<file path="src/rtl/blur_line_ctrl_if.sv">
// Video-side bundle of blur_line_ctrl: input timing/pixel/config from the source
// and the sequenced timing, line codes and SRAM controls going to the scaler.
interface blur_line_ctrl_if #(
   parameter int PARAM_WIDTH  = 11,
   parameter int DATA_WIDTH   = 8,
   parameter int WEIGHT_WIDTH = 4
);
   logic                      i_vsync;
   logic                      i_hsync;
   logic                      i_den;
   logic [DATA_WIDTH-1:0]     i_data;
   logic                      i_weight_wr_mode;
   logic                      i_mirror_mode;
   logic                      i_blur_mode;
   logic [9*WEIGHT_WIDTH-1:0] i_weights;

   logic                      o_weight_wr_mode_cap;
   logic                      o_mirror_mode_cap;
   logic                      o_blur_mode_cap;
   logic [9*WEIGHT_WIDTH-1:0] o_weights_cap;
   logic                      o_vsync;
   logic                      o_hsync;
   logic                      o_den;
   logic [PARAM_WIDTH-1:0]    o_vact_state;
   logic [PARAM_WIDTH-1:0]    o_hor_cnt;
   logic [2:0]                o_sram_we;
   logic [PARAM_WIDTH-1:0]    o_sram_addr;
   logic [DATA_WIDTH-1:0]     o_sram_wdata;
   logic [1:0]                o_top_bank;
   logic [1:0]                o_mid_bank;

   modport master (
      output i_vsync, i_hsync, i_den, i_data,
      output i_weight_wr_mode, i_mirror_mode, i_blur_mode, i_weights,
      input  o_weight_wr_mode_cap, o_mirror_mode_cap, o_blur_mode_cap, o_weights_cap,
      input  o_vsync, o_hsync, o_den, o_vact_state, o_hor_cnt,
      input  o_sram_we, o_sram_addr, o_sram_wdata, o_top_bank, o_mid_bank
   );

   modport slave (
      input  i_vsync, i_hsync, i_den, i_data,
      input  i_weight_wr_mode, i_mirror_mode, i_blur_mode, i_weights,
      output o_weight_wr_mode_cap, o_mirror_mode_cap, o_blur_mode_cap, o_weights_cap,
      output o_vsync, o_hsync, o_den, o_vact_state, o_hor_cnt,
      output o_sram_we, o_sram_addr, o_sram_wdata, o_top_bank, o_mid_bank
   );
endinterface

</file>
<file path="src/rtl/blur_line_ctrl.sv">
// Frame/line sequencer for the 3x3 blur scaler: line codes, pixel count, 3-bank SRAM rotation, flush line.
// Define BLUR_CFG_VSYNC_LOCK_EN to capture config only at vsync rise; otherwise config is re-registered every cycle.
module blur_line_ctrl #(
   parameter int PARAM_WIDTH  = 11,
   parameter int DATA_WIDTH   = 8,
   parameter int WEIGHT_WIDTH = 4,
   parameter int H_ACT        = 64,
   parameter int V_ACT        = 48
) (
   input  logic            I_CLK,
   input  logic            I_RSTN,
   blur_line_ctrl_if.slave bus
);
   localparam int PW = PARAM_WIDTH;
   localparam logic [PW-1:0] H_LAST     = PW'(H_ACT);
   localparam logic [PW-1:0] V_LAST     = PW'(V_ACT - 1);
   localparam logic [PW-1:0] CODE_FIRST = PW'(3);
   localparam logic [PW-1:0] CODE_MID   = PW'(5);
   localparam logic [PW-1:0] CODE_LAST  = PW'(7);

   typedef enum logic [1:0] {S_IDLE, S_FILL, S_RUN, S_FLUSH} state_t;

   state_t                    state_reg;
   logic                      vsync_q_reg;
   logic                      hsync_q_reg;
   logic                      den_q_reg;
   logic [PW-1:0]             line_reg;
   logic [PW-1:0]             pix_reg;
   logic                      flush_reg;
   logic [1:0]                wr_bank_reg;
   logic [1:0]                mid_bank_reg;
   logic [1:0]                top_bank_reg;

   logic                      vsync_out_reg;
   logic                      hsync_out_reg;
   logic                      den_reg;
   logic [PW-1:0]             hor_reg;
   logic [PW-1:0]             vact_reg;
   logic [2:0]                we_reg;
   logic [PW-1:0]             addr_reg;
   logic [DATA_WIDTH-1:0]     wdata_reg;
   logic [1:0]                top_out_reg;
   logic [1:0]                mid_out_reg;
   logic                      wr_mode_cap_reg;
   logic                      mirror_cap_reg;
   logic                      blur_cap_reg;
   logic [9*WEIGHT_WIDTH-1:0] weights_cap_reg;

   logic          vsync_rise;
   logic          hsync_rise;
   logic          den_fall;
   logic          wr_en;
   logic [PW-1:0] pix_next;
   logic [2:0]    wr_onehot;

   assign vsync_rise = bus.i_vsync & ~vsync_q_reg;
   assign hsync_rise = bus.i_hsync & ~hsync_q_reg;
   assign den_fall   = den_q_reg & ~bus.i_den;
   // A pixel coinciding with the vsync rise is dropped.
   assign wr_en      = bus.i_den & ~vsync_rise &
                       ((state_reg == S_FILL) || (state_reg == S_RUN));
   assign pix_next   = (pix_reg == H_LAST) ? H_LAST : pix_reg + PW'(1);

   for (genvar gi = 0; gi < 3; gi++) begin : g_we
      assign wr_onehot[gi] = (wr_bank_reg == 2'(gi));
   end

   always_ff @(posedge I_CLK or negedge I_RSTN) begin
      if (!I_RSTN) begin
         state_reg       <= S_IDLE;
         vsync_q_reg     <= 1'b0;
         hsync_q_reg     <= 1'b0;
         den_q_reg       <= 1'b0;
         line_reg        <= '0;
         pix_reg         <= '0;
         flush_reg       <= 1'b0;
         wr_bank_reg     <= 2'd0;
         mid_bank_reg    <= 2'd2;
         top_bank_reg    <= 2'd1;
         vsync_out_reg   <= 1'b0;
         hsync_out_reg   <= 1'b0;
         den_reg         <= 1'b0;
         hor_reg         <= '0;
         vact_reg        <= '0;
         we_reg          <= '0;
         addr_reg        <= '0;
         wdata_reg       <= '0;
         top_out_reg     <= 2'd0;
         mid_out_reg     <= 2'd0;
         wr_mode_cap_reg <= 1'b0;
         mirror_cap_reg  <= 1'b0;
         blur_cap_reg    <= 1'b0;
         weights_cap_reg <= '0;
      end else begin
         vsync_q_reg   <= bus.i_vsync;
         hsync_q_reg   <= bus.i_hsync;
         den_q_reg     <= bus.i_den;
         vsync_out_reg <= bus.i_vsync;
         hsync_out_reg <= bus.i_hsync;
         // Bank outputs are registered copies so every output reads 0 while in reset.
         top_out_reg   <= top_bank_reg;
         mid_out_reg   <= mid_bank_reg;

         den_reg   <= 1'b0;
         hor_reg   <= '0;
         addr_reg  <= '0;
         we_reg    <= '0;
         wdata_reg <= '0;
         pix_reg   <= bus.i_den ? pix_next : '0;

`ifdef BLUR_CFG_VSYNC_LOCK_EN
         if (vsync_rise) begin
            wr_mode_cap_reg <= bus.i_weight_wr_mode;
            mirror_cap_reg  <= bus.i_mirror_mode;
            blur_cap_reg    <= bus.i_blur_mode;
            weights_cap_reg <= bus.i_weights;
         end
`else
         wr_mode_cap_reg <= bus.i_weight_wr_mode;
         mirror_cap_reg  <= bus.i_mirror_mode;
         blur_cap_reg    <= bus.i_blur_mode;
         weights_cap_reg <= bus.i_weights;
`endif

         if (vsync_rise) begin
            state_reg    <= S_FILL;
            line_reg     <= '0;
            pix_reg      <= '0;
            flush_reg    <= 1'b0;
            wr_bank_reg  <= 2'd0;
            mid_bank_reg <= 2'd2;
            top_bank_reg <= 2'd1;
         end else begin
            if (wr_en) begin
               we_reg    <= wr_onehot;
               addr_reg  <= pix_next - PW'(1);
               wdata_reg <= bus.i_data;
            end
            case (state_reg)
               S_IDLE: ;
               S_FILL: begin
                  if (den_fall) begin
                     top_bank_reg <= mid_bank_reg;
                     mid_bank_reg <= wr_bank_reg;
                     wr_bank_reg  <= top_bank_reg;
                     line_reg     <= PW'(1);
                     state_reg    <= S_RUN;
                  end
               end
               S_RUN: begin
                  // Input line k is written while processed line k-1 is output.
                  if (wr_en) begin
                     den_reg <= 1'b1;
                     hor_reg <= pix_next;
                     if (!den_reg)
                        vact_reg <= (line_reg == PW'(1)) ? CODE_FIRST : CODE_MID;
                  end
                  if (den_fall) begin
                     top_bank_reg <= mid_bank_reg;
                     mid_bank_reg <= wr_bank_reg;
                     wr_bank_reg  <= top_bank_reg;
                     if (line_reg == V_LAST)
                        state_reg <= S_FLUSH;
                     else
                        line_reg <= line_reg + PW'(1);
                  end
               end
               S_FLUSH: begin
                  // Row n+1 is absent here, so write data stays 0 for the whole flush line.
                  if (flush_reg) begin
                     if (hor_reg == H_LAST) begin
                        flush_reg <= 1'b0;
                        vact_reg  <= '0;
                        state_reg <= S_IDLE;
                     end else begin
                        den_reg  <= 1'b1;
                        hor_reg  <= hor_reg + PW'(1);
                        addr_reg <= hor_reg;
                     end
                  end else if (hsync_rise) begin
                     flush_reg <= 1'b1;
                     den_reg   <= 1'b1;
                     hor_reg   <= PW'(1);
                     addr_reg  <= '0;
                     vact_reg  <= CODE_LAST;
                  end
               end
               default: state_reg <= S_IDLE;
            endcase
         end
      end
   end

   assign bus.o_vsync              = vsync_out_reg;
   assign bus.o_hsync              = hsync_out_reg;
   assign bus.o_den                = den_reg;
   assign bus.o_hor_cnt            = hor_reg;
   assign bus.o_vact_state         = vact_reg;
   assign bus.o_sram_we            = we_reg;
   assign bus.o_sram_addr          = addr_reg;
   assign bus.o_sram_wdata         = wdata_reg;
   assign bus.o_top_bank           = top_out_reg;
   assign bus.o_mid_bank           = mid_out_reg;
   assign bus.o_weight_wr_mode_cap = wr_mode_cap_reg;
   assign bus.o_mirror_mode_cap    = mirror_cap_reg;
   assign bus.o_blur_mode_cap      = blur_cap_reg;
   assign bus.o_weights_cap        = weights_cap_reg;
endmodule

</file>
<file path="src/flat_wrapper.sv">
// flat-port wrapper written by rule: the top's interface ports become plain ports
module blur_line_ctrl_flat 
#(
   parameter int PARAM_WIDTH  = 11,
   parameter int DATA_WIDTH   = 8,
   parameter int WEIGHT_WIDTH = 4,
   parameter int H_ACT        = 64,
   parameter int V_ACT        = 48
)
  (I_CLK, I_RSTN, bus_i_vsync, bus_i_hsync, bus_i_den, bus_i_data, bus_i_weight_wr_mode, bus_i_mirror_mode, bus_i_blur_mode, bus_i_weights, bus_o_weight_wr_mode_cap, bus_o_mirror_mode_cap, bus_o_blur_mode_cap, bus_o_weights_cap, bus_o_vsync, bus_o_hsync, bus_o_den, bus_o_vact_state, bus_o_hor_cnt, bus_o_sram_we, bus_o_sram_addr, bus_o_sram_wdata, bus_o_top_bank, bus_o_mid_bank);
  blur_line_ctrl_if #(.PARAM_WIDTH(PARAM_WIDTH), .DATA_WIDTH(DATA_WIDTH), .WEIGHT_WIDTH(WEIGHT_WIDTH)) bus_i ();
  input  logic I_CLK;
  input  logic I_RSTN;
  input wire logic [$bits(bus_i.i_vsync)-1:0] bus_i_vsync;
  input wire logic [$bits(bus_i.i_hsync)-1:0] bus_i_hsync;
  input wire logic [$bits(bus_i.i_den)-1:0] bus_i_den;
  input wire logic [$bits(bus_i.i_data)-1:0] bus_i_data;
  input wire logic [$bits(bus_i.i_weight_wr_mode)-1:0] bus_i_weight_wr_mode;
  input wire logic [$bits(bus_i.i_mirror_mode)-1:0] bus_i_mirror_mode;
  input wire logic [$bits(bus_i.i_blur_mode)-1:0] bus_i_blur_mode;
  input wire logic [$bits(bus_i.i_weights)-1:0] bus_i_weights;
  output wire logic [$bits(bus_i.o_weight_wr_mode_cap)-1:0] bus_o_weight_wr_mode_cap;
  output wire logic [$bits(bus_i.o_mirror_mode_cap)-1:0] bus_o_mirror_mode_cap;
  output wire logic [$bits(bus_i.o_blur_mode_cap)-1:0] bus_o_blur_mode_cap;
  output wire logic [$bits(bus_i.o_weights_cap)-1:0] bus_o_weights_cap;
  output wire logic [$bits(bus_i.o_vsync)-1:0] bus_o_vsync;
  output wire logic [$bits(bus_i.o_hsync)-1:0] bus_o_hsync;
  output wire logic [$bits(bus_i.o_den)-1:0] bus_o_den;
  output wire logic [$bits(bus_i.o_vact_state)-1:0] bus_o_vact_state;
  output wire logic [$bits(bus_i.o_hor_cnt)-1:0] bus_o_hor_cnt;
  output wire logic [$bits(bus_i.o_sram_we)-1:0] bus_o_sram_we;
  output wire logic [$bits(bus_i.o_sram_addr)-1:0] bus_o_sram_addr;
  output wire logic [$bits(bus_i.o_sram_wdata)-1:0] bus_o_sram_wdata;
  output wire logic [$bits(bus_i.o_top_bank)-1:0] bus_o_top_bank;
  output wire logic [$bits(bus_i.o_mid_bank)-1:0] bus_o_mid_bank;
  assign bus_i.i_vsync = bus_i_vsync;
  assign bus_i.i_hsync = bus_i_hsync;
  assign bus_i.i_den = bus_i_den;
  assign bus_i.i_data = bus_i_data;
  assign bus_i.i_weight_wr_mode = bus_i_weight_wr_mode;
  assign bus_i.i_mirror_mode = bus_i_mirror_mode;
  assign bus_i.i_blur_mode = bus_i_blur_mode;
  assign bus_i.i_weights = bus_i_weights;
  assign bus_o_weight_wr_mode_cap = bus_i.o_weight_wr_mode_cap;
  assign bus_o_mirror_mode_cap = bus_i.o_mirror_mode_cap;
  assign bus_o_blur_mode_cap = bus_i.o_blur_mode_cap;
  assign bus_o_weights_cap = bus_i.o_weights_cap;
  assign bus_o_vsync = bus_i.o_vsync;
  assign bus_o_hsync = bus_i.o_hsync;
  assign bus_o_den = bus_i.o_den;
  assign bus_o_vact_state = bus_i.o_vact_state;
  assign bus_o_hor_cnt = bus_i.o_hor_cnt;
  assign bus_o_sram_we = bus_i.o_sram_we;
  assign bus_o_sram_addr = bus_i.o_sram_addr;
  assign bus_o_sram_wdata = bus_i.o_sram_wdata;
  assign bus_o_top_bank = bus_i.o_top_bank;
  assign bus_o_mid_bank = bus_i.o_mid_bank;
  blur_line_ctrl #(.PARAM_WIDTH(PARAM_WIDTH), .DATA_WIDTH(DATA_WIDTH), .WEIGHT_WIDTH(WEIGHT_WIDTH), .H_ACT(H_ACT), .V_ACT(V_ACT)) u_core (.I_CLK(I_CLK), .I_RSTN(I_RSTN), .bus(bus_i));
endmodule
</file>
<file path="config.mk">
export PLATFORM = sky130hd
export DESIGN_NAME = blur_line_ctrl_flat
export DESIGN_NICKNAME = d
export VERILOG_FILES = /design/src/rtl/blur_line_ctrl_if.sv /design/src/rtl/blur_line_ctrl.sv /design/src/flat_wrapper.sv
export SDC_FILE = /design/constraint.sdc
export NUM_CORES = 1
export LEC_CHECK = 0
export BUFFER_PORTS_ARGS = -buffer_cell sky130_fd_sc_hd__buf_2
export CAP_MARGIN = 40
export CORE_MARGIN = 2
export CORE_UTILIZATION = 45
export CTS_BUF_LIST = sky130_fd_sc_hd__clkbuf_8 sky130_fd_sc_hd__clkbuf_16
export DETAILED_ROUTE_END_ITERATION = 8
export GPL_TIMING_DRIVEN = 0
export MAX_ROUTING_LAYER = met4
export PLACE_DENSITY_LB_ADDON = 0.12
export SLEW_MARGIN = 40
export SYNTH_ARGS = -nofsm -noshare
export SYNTH_HDL_FRONTEND = slang
export SYNTH_SLANG_ARGS = --single-unit
</file>
<file path="constraint.sdc">
create_clock -name I_CLK -period 5.35 [get_ports I_CLK]
set_clock_uncertainty 0.15 [all_clocks]
set_input_delay 0 -clock I_CLK [delete_from_list [all_inputs] [get_ports I_CLK]]
set_output_delay 0 -clock I_CLK [all_outputs]
set_load 0.02 [all_outputs]
</file>
Word-level counts from Yosys, hierarchy flattened
Cells that the tools add are included.
{"block": "totals", "register_bits": 122, "inputBits": 52, "out_inout_bits": 90, "wordCells": 122}
{"block": "classes", "add_sub_neg": 4, "n_eq_ne": 19, "muxes": 55, "bitwise": 9, "n_reduce_logical": 13}
{"op": "11-bit 2-to-1 mux", "n": 22}
{"op": "11-bit one-hot mux with 2 select lines", "n": 3}
{"op": "11-bit by 1-bit adder with 11-bit output, second input constant", "n": 3}
{"op": "2-bit 2-to-1 mux", "n": 15}
{"op": "11-bit by 7-bit equality test with 1-bit output, second input constant", "n": 2}
{"op": "8-bit 2-to-1 mux", "n": 2}
{"op": "3-bit by 1-bit inequality test with 1-bit output, second input constant", "n": 5}
{"op": "6-bit AND reduction", "n": 2}
{"op": "11-bit by 1-bit equality test with 1-bit output, second input constant", "n": 1}
{"op": "11-bit by 6-bit equality test with 1-bit output, second input constant", "n": 1}
{"op": "11-bit by 1-bit subtractor with 11-bit output, second input constant", "n": 1}
{"op": "3-bit 2-to-1 mux", "n": 3}
{"op": "1-bit 2-to-1 mux", "n": 8}
{"op": "2-bit nonzero test", "n": 4}
{"op": "2-bit equality test, second input constant", "n": 3}
{"op": "3-bit by 2-bit inequality test with 1-bit output, second input constant", "n": 2}
{"op": "2-bit one-hot mux with 3 select lines", "n": 1}
{"op": "1-bit bitwise AND", "n": 5}
{"op": "2-bit by 1-bit equality test with 1-bit output, second input constant", "n": 2}
{"op": "1-bit inverter", "n": 4}
{"op": "4-bit AND reduction", "n": 1}
{"op": "4-bit nonzero test", "n": 1}
{"op": "3-bit inequality test, second input constant", "n": 1}
{"op": "3-bit nonzero test", "n": 1}
{"op": "7 further kinds", "n": 7}

Depth between registers and ports, before layout
Gate-level depths: netlist of run 1.
{"block": "logic_depth", "word_depth": 10, "depth_mapped": 10}

Least setup slack after synthesis of run 1
No wires, ideal clock.
{"block": "synth_timing", "path_kind": "reg-to-reg", "start": "reg u_core.pix_reg[0]", "end": "reg u_core.addr_reg[10], in the netlist u_core.bus.o_sram_addr[10]", "t_arrival_ns": 1.994, "required_ns": 5.076, "setup_slack_ns": 3.082, "path_stages_with_launch": 11, "path_cell_list": "dfrtp_1 inv_1 ha_1 and4bb_1 nand4_1 nand2_1 ha_1 nand2b_1 a2111oi_2 xor2_1 o21ai_1"}
{"block": "synth_via", "elab_chain_len": 8, "word_cells_on_any_way": 10, "classes_between": "add/sub: 2; eq/ne: 1; mux: 7"}
{"item": "start, declared", "line_no": "blur_line_ctrl.sv:28", "rtl": "logic [PW-1:0] pix_reg;"}
{"item": "start signal, assigned", "line_no": "blur_line_ctrl.sv:109", "rtl": "pix_reg <= bus.i_den ? pix_next : '0;"}
{"item": "11-bit by 1-bit adder with 11-bit output / 11-bit by 7-bit equality test with 1-bit output (equally long branches)", "line_no": "blur_line_ctrl.sv:62", "rtl": "assign pix_next = (pix_reg == H_LAST) ? H_LAST : pix_reg + PW'(1);"}
{"item": "11-bit 2-to-1 mux (*)", "line_no": "blur_line_ctrl.sv:62"}
{"item": "11-bit by 1-bit subtractor with 11-bit output (*)", "line_no": "blur_line_ctrl.sv:136", "rtl": "addr_reg <= pix_next - PW'(1);"}
{"item": "11-bit 2-to-1 mux (*)", "line_no": "blur_line_ctrl.sv:134", "rtl": "if (wr_en) begin"}
{"item": "11-bit 2-to-1 mux (on tied branches)", "line_no": "blur_line_ctrl.sv:180, blur_line_ctrl.sv:171"}
{"item": "11-bit 2-to-1 mux", "line_no": "blur_line_ctrl.sv:170", "rtl": "if (flush_reg) begin"}
{"item": "11-bit 2-to-1 mux (*)", "line_no": "blur_line_ctrl.sv:139", "rtl": "case (state_reg)"}
{"item": "11-bit 2-to-1 mux (*)", "line_no": "blur_line_ctrl.sv:125", "rtl": "if (vsync_rise) begin"}
{"item": "end signal, assigned", "line_no": "blur_line_ctrl.sv:136"}
{"item": "end signal, assigned", "line_no": "blur_line_ctrl.sv:178", "rtl": "addr_reg <= hor_reg;"}
{"item": "end, declared", "line_no": "blur_line_ctrl.sv:40", "rtl": "logic [PW-1:0] addr_reg;"}
Mark *: on every way between the ends. The rest lies on a longest branch, timed or not.
A chain may end at the register's enable or synchronous reset.

Worst setup path after layout of run 1
Same ends and word-level chain as after synthesis.

==> impl_metrics.json, run 1 <==
{
  "status": "finished, final reports clean",
  "rsz0062_at_grt": "no",
  "final_area_sq_um": 7270,
  "largest_reg_flops": 36,
  "fin_nets": 752,
  "area_growth_syn_to_layout_pct": 50.0,
  "grt_overflow": 0,
  "synth_largest_area_cell": "dfrtp_1",
  "viasPerCell": 5.03,
  "netlist_area_sq_um": 4850,
  "max_cap_viol_count": 0,
  "max_slew.worst_pin.slew_ps": 629,
  "cts_root_buffer": "clkbuf_8",
  "tns_ps": 0,
  "synthFlopType": "dfrtp_1",
  "portBuffers": 133,
  "numCtsBuffers": 17,
  "grt_util_all_layers_pct": 25.3,
  "path_depth": 10,
  "core_sq_um": 10400,
  "routabilityCongestion": 0.850,
  "cts_max_level": 4,
  "p_leak_nw": 3.55,
  "first_iter_violations": 234,
  "synth-seq-cells": 114,
  "crit_required_ps": 5580,
  "synth_most_common_cell": "dfrtp_1",
  "ys_seq_area_share_pct": 58.9,
  "postSynth.asyncResetShare_pct": 100,
  "synthDominantCellAreaShare_pct": 57.8,
  "antenna_cells": 0,
  "grt_pass1_vias": 4376,
  "crit_fanout": 7,
  "period_share_pct": 53.1,
  "post_cts_resized": 0,
  "grt_pass1_wl_um": 21900,
  "crit_type": "flop to flop",
  "hold_viol": 0,
  "fmax_mhz": 352,
  "drc": 0,
  "cts_tree": "done",
  "fin_crit_ps": 2840,
  "whs_path_depth": 2,
  "max_slew_margin_pct": 57.7,
  "ant_nets": 0,
  "post_drt_wl_per_cell_um": 16.1,
  "io_pins": 142,
  "crit_top_cell": "ha_1",
  "cpPeakStageDelay_ps": 450,
  "clock_sinks": 114,
  "crit_chain": "inv_1 > ha_1 > and4bb_1 > nand4_1 > nand2_1 > ha_1 > nand2b_1 > a2111oi_2 > xor2_1 > o21ai_1",
  "drt_wl_total_um": 13500,
  "finalSetupViolCount": 0,
  "critical_path.top_delay_family": "simple AND/OR/NAND/NOR gates",
  "yosysWarnings": 0,
  "ir_worst_vdd_uv": 279,
  "drtPass1Iterations": 4,
  "power_density_nw_per_um2": 393,
  "die-width_um": 108,
  "synthTopCellsByArea": "dfrtp_1 58%, nand2_1 3.6%, nor2_1 2.9%, ha_1 2.8%, xor2_1 2.5%",
  "clock_latency_ps": 500,
  "synth_cells": 436,
  "die-area_sq_um": 11600,
  "critPathLaunchType": "flop",
  "vias": 4218,
  "critPathArrivalTime_ps": 3070,
  "cp_slowest_cell": "dfrtp_1",
  "synth_common_cells": "112 x dfrtp_1, 46 x nand2_1, 38 x nor2_1, 19 x a21oi_1, 18 x nand3_1",
  "core.rowCount": 37,
  "start_util_pct": 46.7,
  "post-dp-hpwl_um": 7980,
  "r2r.worst_path.cells": 10,
  "synth_edf_count": 0,
  "synth.distinct_cells": 58,
  "clockBufferDepth": 2,
  "hold_path_class": "primary input to flop",
  "clk_pin_slew_ps": 60,
  "die-height_um": 108,
  "antenna_found_initial": 0,
  "dpl_cell_area_sq_um": 5750,
  "drive_above_1_share_pct": 27.9,
  "critPathCaptureType": "flop",
  "grt_max_degree": 74,
  "drv_slew": 0,
  "syn_avg_cell_area_sq_um": 11.1,
  "critPathBufInv": 1
}
-- worst register-to-register path, cell delays in order (launching register included) --
cell and delay [ps]:
dfrtp_1 450, inv_1 120, ha_1 150, and4bb_1 220
nand4_1 220, nand2_1 280, ha_1 270, nand2b_1 140
a2111oi_2 340, xor2_1 250, o21ai_1 120
-- placed cells by master, fill, tap and decap left out, types with 9 or more instances in the layout --
| cell type | count |
|---|---|
| clkbuf_16 | 16 |
| buf_2 | 135 |
| ha_1 | 11 |
| dfrtp_1 | 112 |
| o21ai_0 | 14 |
| inv_1 | 10 |
| buf_4 | 10 |
| dlygate4sd3_1 | 92 |
| xnor2_1 | 13 |
| a21oi_1 | 19 |
| nand3_1 | 18 |
| nand2_1 | 46 |
| and2_1 | 9 |
| clkbuf_1 | 10 |
| nor2_1 | 38 |
| xor2_1 | 14 |
-- timing repair --
| action | in CTS | in global routing |
|---|---|---|
| endpoints found under the hold margin | 188 | 0 |
| hold buffers | 93 | 0 |
| buffers inserted | 0 | 0 |
-- layout make-up --
cell class	count	area, sq um
Inverter	10	37.5
Timing Repair Buffer	227	1640
Clock inverter	15	169
Multi-Input combinational cell	295	1840
Sequential cell	114	2860
Fill cell	771	3100
Clock buffer	17	414
Tap cell	136	170
Buffer	24	139
-- through the flow --
| step | hold slack (ps) | std cells | setup slack (ps) | util [%] | total power [mW] |
|---|---|---|---|---|---|
| after floorplan | -446 | 443 | 3080 | - | 1.48 |
| after global placement | -41.4 | 712 | 2610 | 55.0 | 1.68 |
| after detailed placement | -240 | 713 | 2580 | 55.4 | 1.70 |
| after CTS | 2.14 | 838 | 2550 | 70.1 | 2.87 |
| after global routing | 25.6 | 838 | 2330 | 70.1 | 3.01 |
| final | 42.3 | 838 | 2510 | 70.1 | 2.86 |
-- power breakdown --
part | switching (mW) | internal [mW] | total, mW
Sequential | 0.0608 | 0.965 | 1.03
Clock | 0.428 | 0.675 | 1.10
Combinational | 0.449 | 0.283 | 0.731
Total | 0.937 | 1.92 | 2.86
-- worst paths after layout --
kind | from | to | slack (ps)
setup reg to reg | u_core.pix_reg[0] | u_core.bus.o_sram_addr[10] | 2510
hold / removal | bus_i_weight_wr_mode | u_core.bus.o_weight_wr_mode_cap | 40
setup / recovery | u_core.pix_reg[0] | u_core.bus.o_sram_addr[10] | 2510
max in group asynchronous | I_RSTN | u_core.mid_bank_reg[1] | 4240
hold reg to reg | u_core.mid_bank_reg[0] | u_core.bus.o_mid_bank[0] | 250
min in group asynchronous | I_RSTN | u_core.pix_reg[4] | 440
-- layer usage --
layer  track usage [%]  share of wire, %  vias to the layer above
met5                 -                 0                        -
met4              7.88               1.6                        0
met3              5.51               5.0                       16
met2              42.8                51                      136
met1              30.4                43                     2051
li1                  -                 -                     2015
-- cells by family (layout without fill, tap and decap cells) --
family                     after synthesis  count (layout)  share of synthesized area (%)
other                                    1               8                         0.0774
buffers and inverters                   34             293                           3.64
xor gates and xnor gates                27              27                           4.88
muxes                                    7               7                           1.50
AOI/OAI and AO/OA                       76              76                           10.9
adders and majority gates               11              11                           2.84
and+or+nand+nor                        166             166                           17.2
DFF                                    114             114                           58.9
No activity file was read; power rests on OpenSTA's default activity.
==> run 2, diff against run 1 <==
clock period = 2.49 ns   (was 5.35 ns; I/O delays follow)
==> run 2 against run 1 <==
Power increased by 120%. Clock power is 120% higher. Wire length rose by 1.7%. Die area unchanged. Largest power group unchanged. Highest routed layer unchanged. Register-to-register slack worse by 2500 ps. Utilization grew 0.98 points. Sequential power increased by 110%. Critical path depth did not move. Sequential share of layout area down 0.51 points. Count of clock-buffer cells in the layout unchanged.
==> impl_metrics.json, run 2 (synthesized netlist as in run 1, its figures left out) <==
{
  "fin_cells": 845,
  "crit_fanout": 5,
  "p_leak_nw": 3.59,
  "die-height_um": 108,
  "viasPerCell": 5.11,
  "first_iter_violations": 267,
  "fin_crit_ps": 2440,
  "drt_wl_total_um": 13700,
  "ir_worst_vdd_uv": 604,
  "grt_util_all_layers_pct": 25.7,
  "hold_path_class": "primary input to flop",
  "cts_root_buffer": "clkbuf_8",
  "drv_slew": 0,
  "clock_sinks": 114,
  "clockBufferDepth": 2,
  "crit_type": "flop to flop",
  "cts_max_level": 4,
  "max_slew_margin_pct": 57.8,
  "critPathLaunchType": "flop",
  "power_density_nw_per_um2": 837,
  "start_util_pct": 46.7,
  "antenna_found_initial": 0,
  "post-dp-hpwl_um": 7980,
  "hold_viol": 0,
  "area_growth_syn_to_layout_pct": 52.1,
  "final_common_cell": "buf_2",
  "critPathArrivalTime_ps": 2670,
  "drive_above_1_share_pct": 29.9,
  "grt_overflow": 0,
  "finalSetupViolCount": 0,
  "post_drt_wl_per_cell_um": 16.2,
  "grt_pass1_vias": 4423,
  "max_slew.worst_pin.slew_ps": 629,
  "die-area_sq_um": 11600,
  "clk_pin_slew_ps": 60,
  "placed_cells": 713,
  "drc": 0,
  "die-width_um": 108,
  "vias": 4315,
  "tns_ps": 0,
  "routabilityCongestion": 0.850,
  "layout_common_cells": "135 x buf_2, 110 x dfrtp_1, 92 x dlygate4sd3_1, 44 x nand2_1, 38 x nor2_1",
  "period_share_pct": 98.0,
  "drtPass1Iterations": 4,
  "cts_tree": "done",
  "crit_required_ps": 2720,
  "fin_nets": 759,
  "largest_reg_flops": 36,
  "status": "finished, final reports clean",
  "grt_pass1_wl_um": 22100,
  "grt_max_degree": 74,
  "critPathCaptureType": "flop",
  "max_cap_viol_count": 0,
  "numCtsBuffers": 17,
  "core_sq_um": 10400,
  "fmax_mhz": 410,
  "ant_nets": 0,
  "antenna_cells": 0,
  "core.rowCount": 37,
  "io_pins": 142,
  "portBuffers": 133,
  "rsz0062_at_grt": "yes",
  "clock_latency_ps": 500
}
## run 2: per-stage QoR
stage	area, sq um	hold slack, ps	setup slack [ps]	util (%)	power, mW
global placement	5710	-41.4	-253	55.0	3.62
global route	7370	25.3	-67.2	71.1	6.50
CTS	7340	2.14	21.5	70.8	6.18
floorplan	4870	-446	222	-	3.18
finish	7370	46.7	49.8	71.1	6.17
detailed placement	5750	-240	-284	55.4	3.66
## run 2: final cells by class
class,instances,area (sq um)
plain buffers,24,139
repair buffers,234,1700
inverters,10,37.5
well taps,136,170
clock inverters,15,169
clock buffers,17,414
flip-flops and latches,114,2860
multi-input cells,295,1890
fillers,755,3000
## run 2: repair_timing
item / in CTS / in global routing
setup buffers: 3 / 4
hold buffers: 93 / 0
endpoints found under the setup margin: 3 / 11
resized for setup: 8 / 3
endpoints found under the hold margin: 188 / 0
pin swaps: 3 / 2
## run 2: worst paths after layout
check	depth (start not counted)	end	startpoint	slack, ps
max	10	u_core.bus.o_sram_addr[10]	u_core.pix_reg[0]	50
min	2	u_core.bus.o_weight_wr_mode_cap	bus_i_weight_wr_mode	50
max reg2reg	10	u_core.bus.o_sram_addr[10]	u_core.pix_reg[0]	50
min reg2reg	0	u_core.bus.o_mid_bank[0]	u_core.mid_bank_reg[0]	250
max in group asynchronous	4	u_core.mid_bank_reg[1]	I_RSTN	1380
min in group asynchronous	4	u_core.pix_reg[3]	I_RSTN	440
## run 2: per-layer routing
layer	up-vias	global-route usage (%)	share of wire, %
li1	2027	-	-
met1	2107	30.9	42
met2	167	43.4	51
met3	14	5.69	5.6
met4	0	7.78	1.3
met5	-	-	0
## run 2: worst max-delay path, cell delays in order, from the launching register on
cell and delay [ps]:
dfrtp_2 430, inv_2 90, ha_1 150, and4bb_1 210, nand4_1 200, nand2_2 190
ha_4 180, nand2b_4 80, a2111oi_4 280, xor2_1 240, o21ai_1 120
## run 2: report_power, final
part	internal, mW	switching (mW)
Clock	1.45	0.922
Sequential	2.07	0.131
Combinational	0.624	0.972
==> run 3, diff against run 2 <==
ABC_AREA = 1   (was default)
HOLD_SLACK_MARGIN = 0.06   (was default)
==> run 3 against run 2 <==
Non-clock buffer count decreased by 15. Sequential power increased by 4%. Setup slack improved by 130 ps. Sequential share of layout area decreased by 0.42 points. Critical path depth increased by 4. Wire length increased by 8.6%. Power increased by 2.6%. Clock power increased by 2%. Die area increased by 1.9%.
==> impl_metrics.json, run 3 <==
{
  "hold_path_class": "primary input to flop",
  "first_iter_violations": 414,
  "area_growth_syn_to_layout_pct": 50.7,
  "portBuffers": 133,
  "drv_slew": 0,
  "critPathLaunchType": "flop",
  "synthDominantCellAreaShare_pct": 56.7,
  "core_sq_um": 10800,
  "vias": 4686,
  "synth_cells": 540,
  "crit_required_ps": 2740,
  "ys_seq_area_share_pct": 57.8,
  "synth_most_common_cell": "dfrtp_1",
  "grt_util_all_layers_pct": 27.0,
  "crit_chain": "inv_1 > ha_1 > inv_1 > nor2_1 > nand3_1 > nor2_2 > inv_1 > nand2_2 > ha_4 > nand3_2 > nor2_4 > nand4_1 > nand4_1 > nand2_1",
  "met3WireLength_um": 1060,
  "max_slew_margin_pct": 66.6,
  "hold-worst-slack_ps": 66.6,
  "clockBufferDepth": 2,
  "fin_crit_ps": 2310,
  "layout_common_cells": "133 x buf_2, 112 x dfrtp_1, 100 x nand2_1, 94 x dlygate4sd3_1, 78 x inv_1",
  "ir_worst_vdd_uv": 569,
  "cp_slowest_cell": "dfrtp_1",
  "core.rowCount": 38,
  "crit_fanout": 4,
  "grt_pass1_wl_um": 23200,
  "postSynth.asyncResetShare_pct": 100,
  "die-area_sq_um": 11800,
  "period_share_pct": 93.0,
  "fmax_mhz": 432,
  "p_leak_nw": 3.78,
  "io_pins": 142,
  "clk_pin_slew_ps": 70,
  "numCtsBuffers": 17,
  "grt_max_degree": 80,
  "netlist_area_sq_um": 4940,
  "dr_wl_met2_um": 7320,
  "die-width_um": 109,
  "synth_largest_area_cell": "dfrtp_1",
  "p_sw_mw": 2.18,
  "drtPass1Iterations": 6,
  "route.layer.met1.wl_um": 6310,
  "p_int_mw": 4.15,
  "ant_nets": 0,
  "synth.distinct_cells": 39,
  "post-dp-hpwl_um": 9080,
  "p_clk_share_pct": 38.3,
  "pwr-share-seq_pct": 36.1,
  "final_common_cell": "buf_2",
  "cts_max_level": 4,
  "cpPeakStageDelay_ps": 400,
  "highest_layer": "met4",
  "clock_sinks": 114,
  "antenna_found_initial": 0,
  "max_slew.worst_pin.slew_ps": 500,
  "drt_wl_total_um": 14900,
  "cts_root_buffer": "clkbuf_8",
  "synth_common_cells": "112 x dfrtp_1, 101 x nand2_1, 78 x inv_1, 63 x nor2_1, 32 x nand3_1",
  "largest_reg_flops": 36,
  "p_comb_share_pct": 25.6,
  "postCtsSetupBuffers": 0,
  "swShare_pct": 34.5,
  "die-height_um": 109,
  "synthTopCellsByArea": "dfrtp_1 57%, nand2_1 7.7%, inv_1 5.9%, nor2_1 4.8%, nand3_1 3.2%",
  "synth_edf_count": 0,
  "start_util_pct": 45.8,
  "crit_type": "flop to flop",
  "power_density_nw_per_um2": 851,
  "cts_tree": "done",
  "hold_viol": 0,
  "post_drt_wl_per_cell_um": 15.7,
  "fin_util_pct": 69.0,
  "yosysWarnings": 0,
  "viasPerCell": 4.94,
  "syn_avg_cell_area_sq_um": 9.15,
  "status": "finished, final reports clean",
  "grt_overflow": 0,
  "antenna_cells": 0,
  "crit_top_cell": "inv_1",
  "max_cap_viol_count": 0,
  "critPathCaptureType": "flop",
  "finalSetupViolCount": 0,
  "fin_nets": 858,
  "synth-seq-cells": 114,
  "drive_above_1_share_pct": 26.0,
  "synthFlopType": "dfrtp_1",
  "critPathArrivalTime_ps": 2560,
  "drc": 0,
  "clock_latency_ps": 530,
  "routabilityCongestion": 0.859,
  "grt_pass1_vias": 4637
}
## run 3: cell type report
class | count | area (sq um)
Tap cell | 140 | 175
Inverter | 82 | 308
Multi-Input combinational cell | 337 | 1770
Buffer | 14 | 87.6
Fill cell | 804 | 3350
Sequential cell | 114 | 2860
Clock buffer | 17 | 414
Clock inverter | 15 | 171
Timing Repair Buffer | 229 | 1660
## run 3: final timing paths
check | start | endpoint | slack [ps] | depth (start not counted)
setup / recovery | u_core.pix_reg[0] | u_core.bus.o_sram_addr[8] | 180 | 14
hold / removal | bus_i_data[4] | u_core.bus.o_sram_wdata[4] | 70 | 4
setup reg to reg | u_core.pix_reg[0] | u_core.bus.o_sram_addr[8] | 180 | 14
hold reg to reg | u_core.top_bank_reg[1] | u_core.bus.o_top_bank[1] | 260 | 0
max in group asynchronous | I_RSTN | u_core.mid_bank_reg[1] | 1330 | 4
min in group asynchronous | I_RSTN | u_core.bus.o_mirror_mode_cap | 460 | 4
## run 3: power groups by stage
stage	logic (mW)	registers, mW	clock network [mW]
floorplan	0.784	2.48	0
global placement	1.43	2.29	0
detailed placement	1.46	2.30	0
CTS	1.59	2.27	2.42
global route	1.80	2.31	2.56
finish	1.62	2.29	2.42
## run 3: metrics by stage
step	power, mW	TNS (ps)	area, sq um	std cells	worst slack (ps)
final	6.33	0	7450	948	175
after global routing	6.67	-59.6	7450	948	-37.6
after CTS	6.28	0	7390	948	26.1
after detailed placement	3.76	0	5850	821	78.3
after global placement	3.72	-883	5810	820	-14.5
after floorplan	3.26	0	4970	547	405
## run 3: worst max-delay path, delay by kind of cell, from the launching register on
family                   cells  cell delay (ps)
AND/OR/NAND/NOR              9             1070
flip-flops                   1              400
adder cells (fa/ha/maj)      2              340
buffers and inverters        3              230
## run 3: per-layer routing
metal | GRT usage, % | vias up
li1 | - | 2236
met1 | 33.2 | 2215
met2 | 44.6 | 203
met3 | 6.28 | 32
met4 | 8.24 | 0
met5 | - | -
## run 3: cells by family (layout without fill, tap and decap cells)
group / count (synthesis) / after routing / share of synthesized area (%)
and+or+nand+nor: 242 / 242 / 21.6
DFF: 114 / 114 / 57.8
buffers and inverters: 96 / 357 / 8.00
AOI/OAI and AO/OA: 68 / 68 / 8.18
adders and majority gates: 11 / 11 / 2.79
xor gates and xnor gates: 8 / 8 / 1.57
other: 1 / 8 / 0.0759
## run 3: what timing repair did
action,in CTS,in global routing
setup endpoints to repair,0,4
hold buffers,95,0
resized for setup,0,11
endpoints found under the hold margin,195,0
